**src/rtl/qam_bit_unpacker_if.sv**
```systemverilog
// Streaming bus bundle for qam_bit_unpacker: one word-wide sink (asi_in0_*)
// and one symbol-wide source (aso_out0_*). Parameters must match the ones
// given to qam_bit_unpacker.
interface qam_bit_unpacker_if #(
    parameter int IN_WIDTH  = 8,
    parameter int QAM_STAGE = 4
);
    localparam int SYM_WIDTH = $clog2(QAM_STAGE);
    localparam int NSYM      = IN_WIDTH / SYM_WIDTH;
    localparam int EMPTY_W   = (NSYM > 1) ? $clog2(NSYM) : 1;

    logic [IN_WIDTH-1:0]  asi_in0_data;
    logic                 asi_in0_valid;
    logic                 asi_in0_ready;
    logic                 asi_in0_startofpacket;
    logic                 asi_in0_endofpacket;
    logic [EMPTY_W-1:0]   asi_in0_empty;

    logic [SYM_WIDTH-1:0] aso_out0_data;
    logic                 aso_out0_valid;
    logic                 aso_out0_ready;
    logic                 aso_out0_startofpacket;
    logic                 aso_out0_endofpacket;
    logic                 aso_out0_empty;

    // Unpacker side: sinks words, sources symbols.
    modport slave (
        input  asi_in0_data, asi_in0_valid, asi_in0_startofpacket,
        input  asi_in0_endofpacket, asi_in0_empty,
        output asi_in0_ready,
        output aso_out0_data, aso_out0_valid, aso_out0_startofpacket,
        output aso_out0_endofpacket, aso_out0_empty,
        input  aso_out0_ready
    );

    // Environment side: sources words, sinks symbols.
    modport master (
        output asi_in0_data, asi_in0_valid, asi_in0_startofpacket,
        output asi_in0_endofpacket, asi_in0_empty,
        input  asi_in0_ready,
        input  aso_out0_data, aso_out0_valid, aso_out0_startofpacket,
        input  aso_out0_endofpacket, aso_out0_empty,
        output aso_out0_ready
    );
endinterface

```
**src/rtl/qam_bit_unpacker.sv**
```systemverilog
// qam_bit_unpacker: splits each input word into NSYM symbols of SYM_WIDTH
// bits for the QAM modulation stage, one symbol per accepted output beat.
// Symbol order is MSB-first by default; define QAM_UNPACK_LSB_FIRST_EN for
// LSB-first order. Handshake and latency are the same in both builds.
module qam_bit_unpacker #(
    parameter int IN_WIDTH  = 8,
    parameter int QAM_STAGE = 4
) (
    input  logic                clock_clk,
    input  logic                reset_reset,
    qam_bit_unpacker_if.slave   bus
);
    localparam int SYM_WIDTH = $clog2(QAM_STAGE);
    localparam int NSYM      = IN_WIDTH / SYM_WIDTH;
    localparam int IDX_W     = (NSYM > 1) ? $clog2(NSYM) : 1;
    localparam int EMPTY_W   = (NSYM > 1) ? $clog2(NSYM) : 1;

    typedef enum logic {ST_EMPTY, ST_LOADED} state_t;

    state_t                state_q, state_d;
    logic [IN_WIDTH-1:0]   word_p0;
    logic [IDX_W-1:0]      idx_q;
    logic [IDX_W-1:0]      last_q;
    logic                  sop_q, eop_q;
    logic                  in_ready, in_fire, out_fire, is_last;

    // Index of the final symbol of a word; padding is clipped so that at
    // least one symbol is always emitted.
    function automatic logic [IDX_W-1:0] last_index(input logic eop,
                                                    input logic [EMPTY_W-1:0] empty);
        int n_pad;
        n_pad = eop ? int'(empty) : 0;
        if (n_pad > NSYM - 1) n_pad = NSYM - 1;
        return IDX_W'(NSYM - 1 - n_pad);
    endfunction

    // Symbol idx of the held word in the configured bit order.
    function automatic logic [SYM_WIDTH-1:0] pick_symbol(input logic [IN_WIDTH-1:0] word,
                                                         input logic [IDX_W-1:0] idx);
`ifdef QAM_UNPACK_LSB_FIRST_EN
        return word[int'(idx)*SYM_WIDTH +: SYM_WIDTH];
`else
        return word[(NSYM-1-int'(idx))*SYM_WIDTH +: SYM_WIDTH];
`endif
    endfunction

    // Ready is combinational from the downstream ready so the next word can
    // load in the same cycle the last symbol leaves (no bubble).
    assign is_last  = (idx_q == last_q);
    assign in_ready = reset_reset &&
                      ((state_q == ST_EMPTY) || (is_last && bus.aso_out0_ready));
    assign in_fire  = bus.asi_in0_valid && in_ready;
    assign out_fire = (state_q == ST_LOADED) && bus.aso_out0_ready;

    // State register.
    always_ff @(posedge clock_clk) begin
        if (!reset_reset) state_q <= ST_EMPTY;
        else              state_q <= state_d;
    end

    // Next-state: load on accept, drain to EMPTY after the last symbol.
    always_comb begin
        state_d = state_q;
        case (state_q)
            ST_EMPTY:  if (in_fire) state_d = ST_LOADED;
            ST_LOADED: if (out_fire && is_last) state_d = in_fire ? ST_LOADED : ST_EMPTY;
            default:   state_d = ST_EMPTY;
        endcase
    end

    // Outputs: symbol, framing flags and input ready.
    always_comb begin
        bus.aso_out0_valid         = 1'b0;
        bus.aso_out0_data          = '0;
        bus.aso_out0_startofpacket = 1'b0;
        bus.aso_out0_endofpacket   = 1'b0;
        bus.aso_out0_empty         = 1'b0;
        bus.asi_in0_ready          = in_ready;
        if (state_q == ST_LOADED) begin
            bus.aso_out0_valid         = 1'b1;
            bus.aso_out0_data          = pick_symbol(word_p0, idx_q);
            bus.aso_out0_startofpacket = sop_q && (idx_q == '0);
            bus.aso_out0_endofpacket   = eop_q && is_last;
        end
    end

    // Symbol index and per-word framing; reload takes priority over advance.
    always_ff @(posedge clock_clk) begin
        if (!reset_reset) begin
            idx_q  <= '0;
            last_q <= '0;
            sop_q  <= 1'b0;
            eop_q  <= 1'b0;
        end else if (in_fire) begin
            idx_q  <= '0;
            last_q <= last_index(bus.asi_in0_endofpacket, bus.asi_in0_empty);
            sop_q  <= bus.asi_in0_startofpacket;
            eop_q  <= bus.asi_in0_endofpacket;
        end else if (out_fire) begin
            idx_q  <= idx_q + IDX_W'(1);
        end
    end

    // Held word; only observed while LOADED, so it carries no reset.
    always_ff @(posedge clock_clk) begin
        if (in_fire) word_p0 <= bus.asi_in0_data;
    end
endmodule
```
**src/flat_wrapper.sv**
```systemverilog
// flat-port wrapper written by rule: the top's interface ports become plain ports
module qam_bit_unpacker_flat 
#(
    parameter int IN_WIDTH  = 8,
    parameter int QAM_STAGE = 4
)
  (clock_clk, reset_reset, bus_asi_in0_data, bus_asi_in0_valid, bus_asi_in0_startofpacket, bus_asi_in0_endofpacket, bus_asi_in0_empty, bus_asi_in0_ready, bus_aso_out0_data, bus_aso_out0_valid, bus_aso_out0_startofpacket, bus_aso_out0_endofpacket, bus_aso_out0_empty, bus_aso_out0_ready);
  qam_bit_unpacker_if #(.IN_WIDTH(IN_WIDTH), .QAM_STAGE(QAM_STAGE)) bus_i ();
  input  logic clock_clk;
  input  logic reset_reset;
  input wire logic [$bits(bus_i.asi_in0_data)-1:0] bus_asi_in0_data;
  input wire logic [$bits(bus_i.asi_in0_valid)-1:0] bus_asi_in0_valid;
  input wire logic [$bits(bus_i.asi_in0_startofpacket)-1:0] bus_asi_in0_startofpacket;
  input wire logic [$bits(bus_i.asi_in0_endofpacket)-1:0] bus_asi_in0_endofpacket;
  input wire logic [$bits(bus_i.asi_in0_empty)-1:0] bus_asi_in0_empty;
  output wire logic [$bits(bus_i.asi_in0_ready)-1:0] bus_asi_in0_ready;
  output wire logic [$bits(bus_i.aso_out0_data)-1:0] bus_aso_out0_data;
  output wire logic [$bits(bus_i.aso_out0_valid)-1:0] bus_aso_out0_valid;
  output wire logic [$bits(bus_i.aso_out0_startofpacket)-1:0] bus_aso_out0_startofpacket;
  output wire logic [$bits(bus_i.aso_out0_endofpacket)-1:0] bus_aso_out0_endofpacket;
  output wire logic [$bits(bus_i.aso_out0_empty)-1:0] bus_aso_out0_empty;
  input wire logic [$bits(bus_i.aso_out0_ready)-1:0] bus_aso_out0_ready;
  assign bus_i.asi_in0_data = bus_asi_in0_data;
  assign bus_i.asi_in0_valid = bus_asi_in0_valid;
  assign bus_i.asi_in0_startofpacket = bus_asi_in0_startofpacket;
  assign bus_i.asi_in0_endofpacket = bus_asi_in0_endofpacket;
  assign bus_i.asi_in0_empty = bus_asi_in0_empty;
  assign bus_asi_in0_ready = bus_i.asi_in0_ready;
  assign bus_aso_out0_data = bus_i.aso_out0_data;
  assign bus_aso_out0_valid = bus_i.aso_out0_valid;
  assign bus_aso_out0_startofpacket = bus_i.aso_out0_startofpacket;
  assign bus_aso_out0_endofpacket = bus_i.aso_out0_endofpacket;
  assign bus_aso_out0_empty = bus_i.aso_out0_empty;
  assign bus_i.aso_out0_ready = bus_aso_out0_ready;
  qam_bit_unpacker #(.IN_WIDTH(IN_WIDTH), .QAM_STAGE(QAM_STAGE)) u_core (.clock_clk(clock_clk), .reset_reset(reset_reset), .bus(bus_i));
endmodule
```
**config.mk**
```make
export PLATFORM = sky130hd
export DESIGN_NAME = qam_bit_unpacker_flat
export DESIGN_NICKNAME = d
export VERILOG_FILES = /design/src/rtl/qam_bit_unpacker_if.sv /design/src/rtl/qam_bit_unpacker.sv /design/src/flat_wrapper.sv
export SDC_FILE = /design/constraint.sdc
export NUM_CORES = 1
export LEC_CHECK = 0
export CORE_MARGIN = 10
export CORE_UTILIZATION = 44
export DETAILED_ROUTE_END_ITERATION = 10
export PLACE_DENSITY_LB_ADDON = 0.12
export SLEW_MARGIN = 10
export SYNTH_ARGS = -nofsm -noshare
export SYNTH_HDL_FRONTEND = slang
export SYNTH_SLANG_ARGS = --single-unit
```
**constraint.sdc**
```tcl
create_clock -name clock_clk -period 1.9 [get_ports clock_clk]
set_clock_uncertainty 0.05 [all_clocks]
set_input_delay 0.285 -clock clock_clk [delete_from_list [all_inputs] [get_ports clock_clk]]
set_output_delay 0.285 -clock clock_clk [all_outputs]
set_load 0.05 [all_outputs]
```
==> flow_summary.yaml, run 1 <==
detailed_routing:
  wl_per_cell_um: 14.37
  dr_total_vias: 508
  post_drt_via_cell_ratio: 5.184
  postRouteAntennaNets: 0
  drt-total-wl_mm: 1.408
  drt-pass1-iter-count: 3
  post-route-drc-count: 0
  drtIter0Drc: 5
synthesis:
  synth_top_cell_area_share: 0.3333
  synth_fp_nets: 73
  ys.warnings.count: 0
  synth-main-ff-cell: "sky130_fd_sc_hd__edfxtp_1"
  synth_top_cell_by_area: "sky130_fd_sc_hd__edfxtp_1"
  synthDistinctLibCells: 21
  netlist_top_cells_area: "sky130_fd_sc_hd__edfxtp_1, sky130_fd_sc_hd__dfxtp_1, sky130_fd_sc_hd__mux4_1"
  post_synth.cell_area_avg_um2: 12.87
  synth_seq_cells: 15
  synth_area_um2: 720.7
  postSynthCellCount: 56
  asyncSetResetFlopFracSynth: 0
  synth-seq-area-share: 0.5278
  synth_most_common_cell: "sky130_fd_sc_hd__nand2_1"
  netlist_top_cells_count: "sky130_fd_sc_hd__nand2_1, sky130_fd_sc_hd__edfxtp_1, sky130_fd_sc_hd__dfxtp_1"
  synth_edf_count: 8
clocking:
  numClockSinks: 15
  cts_buffers: 3
  post_cts_hold_buffer_count: 0
  cts-root-to-sink-buffers: 2
  clk_pin_slew_worst_paths_ps: 90
  cts_tree: "built"
  insertion_delay_ps: 290
  ctsHtreeMaxLevel: 1
  root_buffer: "sky130_fd_sc_hd__clkbuf_4"
pwr:
  irDropWorstVdd_uv: 544.1
  clkPwrFrac: 0.262
  cell_internal_pwr_w: 0.0005304
  p_leak_nw: 0.4019
  pwr-share-comb: 0.228
  seq_power_share: 0.510
  total_switching_power_w: 0.0002077
  p_per_area_nw_per_um2: 719.4
  p_sw_frac: 0.2814
setup_path:
  worstPathArrival_ps: 1540
  worstPathMaxFanout: 4
  path_class: "flop to primary output"
  required_ps: 1560
  cp-start-kind: "flop"
  crit_path_end_kind: "primary output"
floorplan:
  initial_core_util: 0.4729
  fp.dieArea_um2: 3657
  die-height_um: 60.47
  core_area_um2: 1524
  num_io_pins: 23
  std_cell_rows: 14
  horizontal_die_dimension_um: 60.47
outcome:
  outcome: "finished, final reports clean"
placement:
  globalplace.congestion: 0.6962
  placed_cell_area_um2: 964.7
  port_buffers: 21
  place.detailed.hpwl_mm: 1.134
timing:
  final_max_slew_viol_count: 0
  achievable-frequency_ghz: 0.5348
  rsz_0062_raised_after_global_routing: "true"
  setup-tns-final_ps: 0
  layout_worst_path_cycle_share: 0.9842
  timing.final.crit_period_ps: 1870
  final_hold_viol_count: 0
  setup_violations: 0
cells_and_area:
  seqCellArea_um2: 384.1
  fillers: 124
  number_of_nets_in_the_layout: 100
  stdcell_area_um2: 1026
  post_route_cells_drive_above_1_share: 0.2805
  synthToLayoutAreaGrowth_pct: 42.36
  antenna_cells_inserted: 0
  combined_area_of_the_multi_input_logic_cells_um2: 322.8
grt:
  grt_first_pass_wirelength_mm: 2.270
  grt_usage: 0.08347
  grt_max_degree: 11
  grt_antenna_before_repair: 0
  grt_overflow_total: 0
  first_global_vias: 522
min_path:
  hold_crit_path_type: "flop to flop"
job:
  maxCapViolations: 0
[layout by cell type, fill, tap and decap left out, types with 2 or more instances in the layout]
master and n:
sky130_fd_sc_hd__buf_12 2, sky130_fd_sc_hd__and3_1 3, sky130_fd_sc_hd__dfxtp_1 6, sky130_fd_sc_hd__buf_6 2, sky130_fd_sc_hd__clkdlybuf4s50_1 15, sky130_fd_sc_hd__edfxtp_1 8, sky130_fd_sc_hd__clkbuf_4 3, sky130_fd_sc_hd__and2_1 2
sky130_fd_sc_hd__nand2_1 11, sky130_fd_sc_hd__inv_1 3, sky130_fd_sc_hd__mux2i_1 4, sky130_fd_sc_hd__buf_4 6
[worst paths after layout]
| path | cells after the start | startpoint | slack [ps] | endpoint |
|---|---|---|---|---|
| max | 3 | u_core.idx_q[0] | 30 | bus_aso_out0_data[1] |
| min | 2 | u_core.sop_q | 420 | u_core.sop_q |
| max reg2reg | 4 | u_core.idx_q[0] | 260 | u_core.word_p0[3] |
| min reg2reg | 2 | u_core.sop_q | 420 | u_core.sop_q |
[final cells by class]
class / instances / area share
clock buffer: 3 / 0.02195
clock inverter: 1 / 0.007317
inverter: 3 / 0.01098
multi-input combinational: 35 / 0.3146
sequential: 15 / 0.3744
tap: 16 / 0.01951
timing repair buffer: 25 / 0.2512
[state kept, by name (all words and copies together) (netlist names)]
| name | count |
|---|---|
| u_core.eop_q | 1 |
| u_core.word_p0 | 8 |
| u_core.state_q | 1 |
| u_core.sop_q | 1 |
| u_core.last_q | 2 |
| u_core.idx_q | 2 |
[timing repair]
action | 4_1_cts | 5_1_grt
setup endpoints to repair | 3 | 2
pin swaps | 0 | 2
buffers inserted | 0 | 1
gates resized for setup | 7 | 1
[metal layers]
metal / routed length [um] / vias up / GRT usage
met5: 0 / - / 0
met4: 19 / 0 / 0.02821
met3: 141 / 2 / 0.04175
met2: 675 / 18 / 0.1368
met1: 571 / 241 / 0.09223
li1: - / 247 / -
[metrics by stage]
stage / util / setup WS (ps) / hold slack (ps) / total power, W / cells
2_1_floorplan: - / 47.63 / 333.9 / 0.0004736 / 56
3_3_place_gp: 0.6330 / 163.1 / 402.4 / 0.0005383 / 93
3_5_place_dp: 0.6330 / 144.1 / 406.2 / 0.0005421 / 93
4_1_cts: 0.6642 / -0.4017 / 423.3 / 0.0007372 / 97
5_1_grt: 0.6732 / -26.60 / 450.6 / 0.0007681 / 98
6_report: 0.6732 / 29.99 / 419.0 / 0.0007381 / 98
[critical path, stage by stage, from the launching register on]
cell,delay (ps)
sky130_fd_sc_hd__dfxtp_4,380
sky130_fd_sc_hd__mux4_1,530
sky130_fd_sc_hd__and2_1,180
sky130_fd_sc_hd__buf_6,150
[power groups by stage]
stage	combinational (W)	sequential [W]	clock, W
global placement	0.000155	0.000383	0
global route	0.000180	0.000379	0.000210
CTS	0.000163	0.000377	0.000197
finish	0.000168	0.000377	0.000193
detailed placement	0.000158	0.000384	0
floorplan	0.0000896	0.000384	0
[cells by family after synthesis]
| family | after synthesis | synth area share |
|---|---|---|
| DFF | 15 | 0.5278 |
| muxes | 7 | 0.1441 |
| and+or+nand+nor | 20 | 0.1441 |
| other | 1 | 0.005203 |
| buffers and inverters | 6 | 0.04165 |
| adders and majority gates | 1 | 0.01736 |
| xor gates and xnor gates | 3 | 0.06251 |
| AOI/OAI and AO/OA | 3 | 0.05731 |
Power figures use the tool's default switching activity.
==> run 2: changes to the inputs <==
GPL_ROUTABILITY_DRIVEN = 0   (was default)
==> results of run 2 <==
No change in the layout: final DEF, timing and power equal those of run 1.
==> run 3: changes to the inputs <==
RECOVER_POWER = 25   (was default)
==> flow_summary.yaml, run 3 (synthesized netlist as in run 1, its figures left out) <==
cells_and_area:
  largest_register_ff_count: 8
  seqCellArea_um2: 384.1
  stdcell_area_um2: 1026
  largest_registers: "u_core.word_p0 (8), u_core.idx_q (2), u_core.last_q (2)"
  final_util: 0.6732
  registers.top_by_ff_count: "u_core.word_p0"
  antenna_cells_inserted: 0
  most-common-layout-cells: "sky130_fd_sc_hd__nand2_1, sky130_fd_sc_hd__clkdlybuf4s50_1, sky130_fd_sc_hd__edfxtp_1"
  combined_area_of_the_multi_input_logic_cells_um2: 322.8
  fillers: 124
  post_route_cells_drive_above_1_share: 0.2805
  layout_commonest_cell: "sky130_fd_sc_hd__nand2_1"
  synthToLayoutAreaGrowth_pct: 42.36
  number_of_nets_in_the_layout: 100
setup_path:
  crit-reg2reg-capture: "u_core.word_p0[3]"
  worst_path_largest_cell_delay_ps: 530
  timing.critical_path.to: "bus_aso_out0_data[1]"
  path_class: "flop to primary output"
  reg2reg_slack_ps: 260
  reg2reg_depth: 4
  worstPathMaxFanout: 4
  required_ps: 1560
  cp-start-kind: "flop"
  crit_path_cell_trace: "mux4_1 -> and2_1 -> buf_6"
  cpMaxStageDelayCell: "sky130_fd_sc_hd__mux4_1"
  crit_path_end_kind: "primary output"
  setup.worst_path.start: "u_core.idx_q[0]"
  worstPathArrival_ps: 1540
  r2r-start: "u_core.idx_q[0]"
grt:
  grt_first_pass_wirelength_mm: 2.270
  grt_usage: 0.08347
  grt_overflow_total: 0
  first_global_vias: 522
  grt_antenna_before_repair: 0
  grt_max_degree: 11
pwr:
  p_sw_frac: 0.2823
  seq_power_share: 0.512
  cell_internal_pwr_w: 0.0005279
  p_per_area_nw_per_um2: 717.0
  irDropWorstVdd_uv: 541.6
  clkPwrFrac: 0.263
  pwr-share-comb: 0.225
  total_switching_power_w: 0.0002077
  p_leak_nw: 0.4035
clocking:
  root_buffer: "sky130_fd_sc_hd__clkbuf_4"
  cts-root-to-sink-buffers: 2
  cts_tree: "built"
  ctsHtreeMaxLevel: 1
  numClockSinks: 15
  insertion_delay_ps: 290
  clk_pin_slew_worst_paths_ps: 90
  cts_buffers: 3
job:
  maxCapViolations: 0
placement:
  place.detailed.hpwl_mm: 1.134
  port_buffers: 21
  place_ws_ps: 144.1
  placed_cell_area_um2: 964.7
timing:
  fin_worst_hold_slack_ps: 419.0
  setup-tns-final_ps: 0
  final_hold_viol_count: 0
  layout_worst_path_cycle_share: 0.9842
  rsz_0062_raised_after_global_routing: "true"
  timing.final.crit_period_ps: 1870
  final_max_slew_viol_count: 0
  setup_violations: 0
  achievable-frequency_ghz: 0.5348
  layout_setup_ws_ps: 29.99
floorplan:
  num_io_pins: 23
  core_area_um2: 1524
  die-height_um: 60.47
  std_cell_rows: 14
  fp.dieArea_um2: 3657
  horizontal_die_dimension_um: 60.47
  initial_core_util: 0.4729
detailed_routing:
  drt-pass1-iter-count: 3
  drtIter0Drc: 5
  dr_total_vias: 508
  drt-total-wl_mm: 1.407
  post-route-drc-count: 0
  wl_per_cell_um: 14.36
  postRouteAntennaNets: 0
  post_drt_via_cell_ratio: 5.184
min_path:
  hold_path_startpoint: "u_core.sop_q"
  hold_crit_path_type: "flop to flop"
  hold-path-cell-count: 2
outcome:
  outcome: "finished, final reports clean"
run 3: changes by cell type in the layout (fill, tap and decap cells not counted):
cell,delta
sky130_fd_sc_hd__clkdlybuf4s50_1,-6
sky130_fd_sc_hd__dlygate4sd3_1,+6
run 3: what timing repair did:
item / CTS / global route
pin swaps: 0 / 2
buffers inserted: 0 / 1
setup endpoints to repair: 3 / 2
hold buffers: 0 / 0
resized for setup: 7 / 1
run 3: area by class of cell:
class / instances / share of cell area
clock inverter: 1 / 0.007317
tap: 16 / 0.01951
clock buffer: 3 / 0.02195
multi-input combinational: 35 / 0.3146
sequential: 15 / 0.3744
timing repair buffer: 25 / 0.2512
inverter: 3 / 0.01098
run 3: critical path: cells and delay by family, from the launching register on:
family	cells	cell delay [ps]
buffers and inverters	1	150
muxes	1	530
DFF	1	380
and+or+nand+nor	1	180
run 3: worst min-delay path by stage:
stage / endpoint / slack (ps)
finish: u_core.sop_q / 420
global route: u_core.eop_q / 450
CTS: u_core.eop_q / 420
detailed placement: u_core.sop_q / 410
global placement: u_core.sop_q / 400
floorplan: u_core.word_p0[0] / 330
run 3: power groups by stage:
stage	clock, W	combinational, W	sequential [W]
2_1_floorplan	0	0.0000896	0.000384
3_3_place_gp	0	0.000155	0.000383
3_5_place_dp	0	0.000158	0.000384
4_1_cts	0.000197	0.000163	0.000377
5_1_grt	0.000210	0.000177	0.000379
6_report	0.000193	0.000166	0.000377
run 3: metrics by stage:
stage / power [W] / instances
after CTS: 0.0007372 / 97
after floorplan: 0.0004736 / 56
after global routing: 0.0007657 / 98
after global placement: 0.0005383 / 93
final: 0.0007357 / 98
after detailed placement: 0.0005421 / 93
run 3: metal layers:
layer  up-vias  GRT usage  part of all wire
met1       241    0.09223              0.41
met5         -          0                 0
li1        247          -                 -
met3         2    0.04175              0.10
met2        18     0.1368              0.48
met4         0    0.02821             0.014
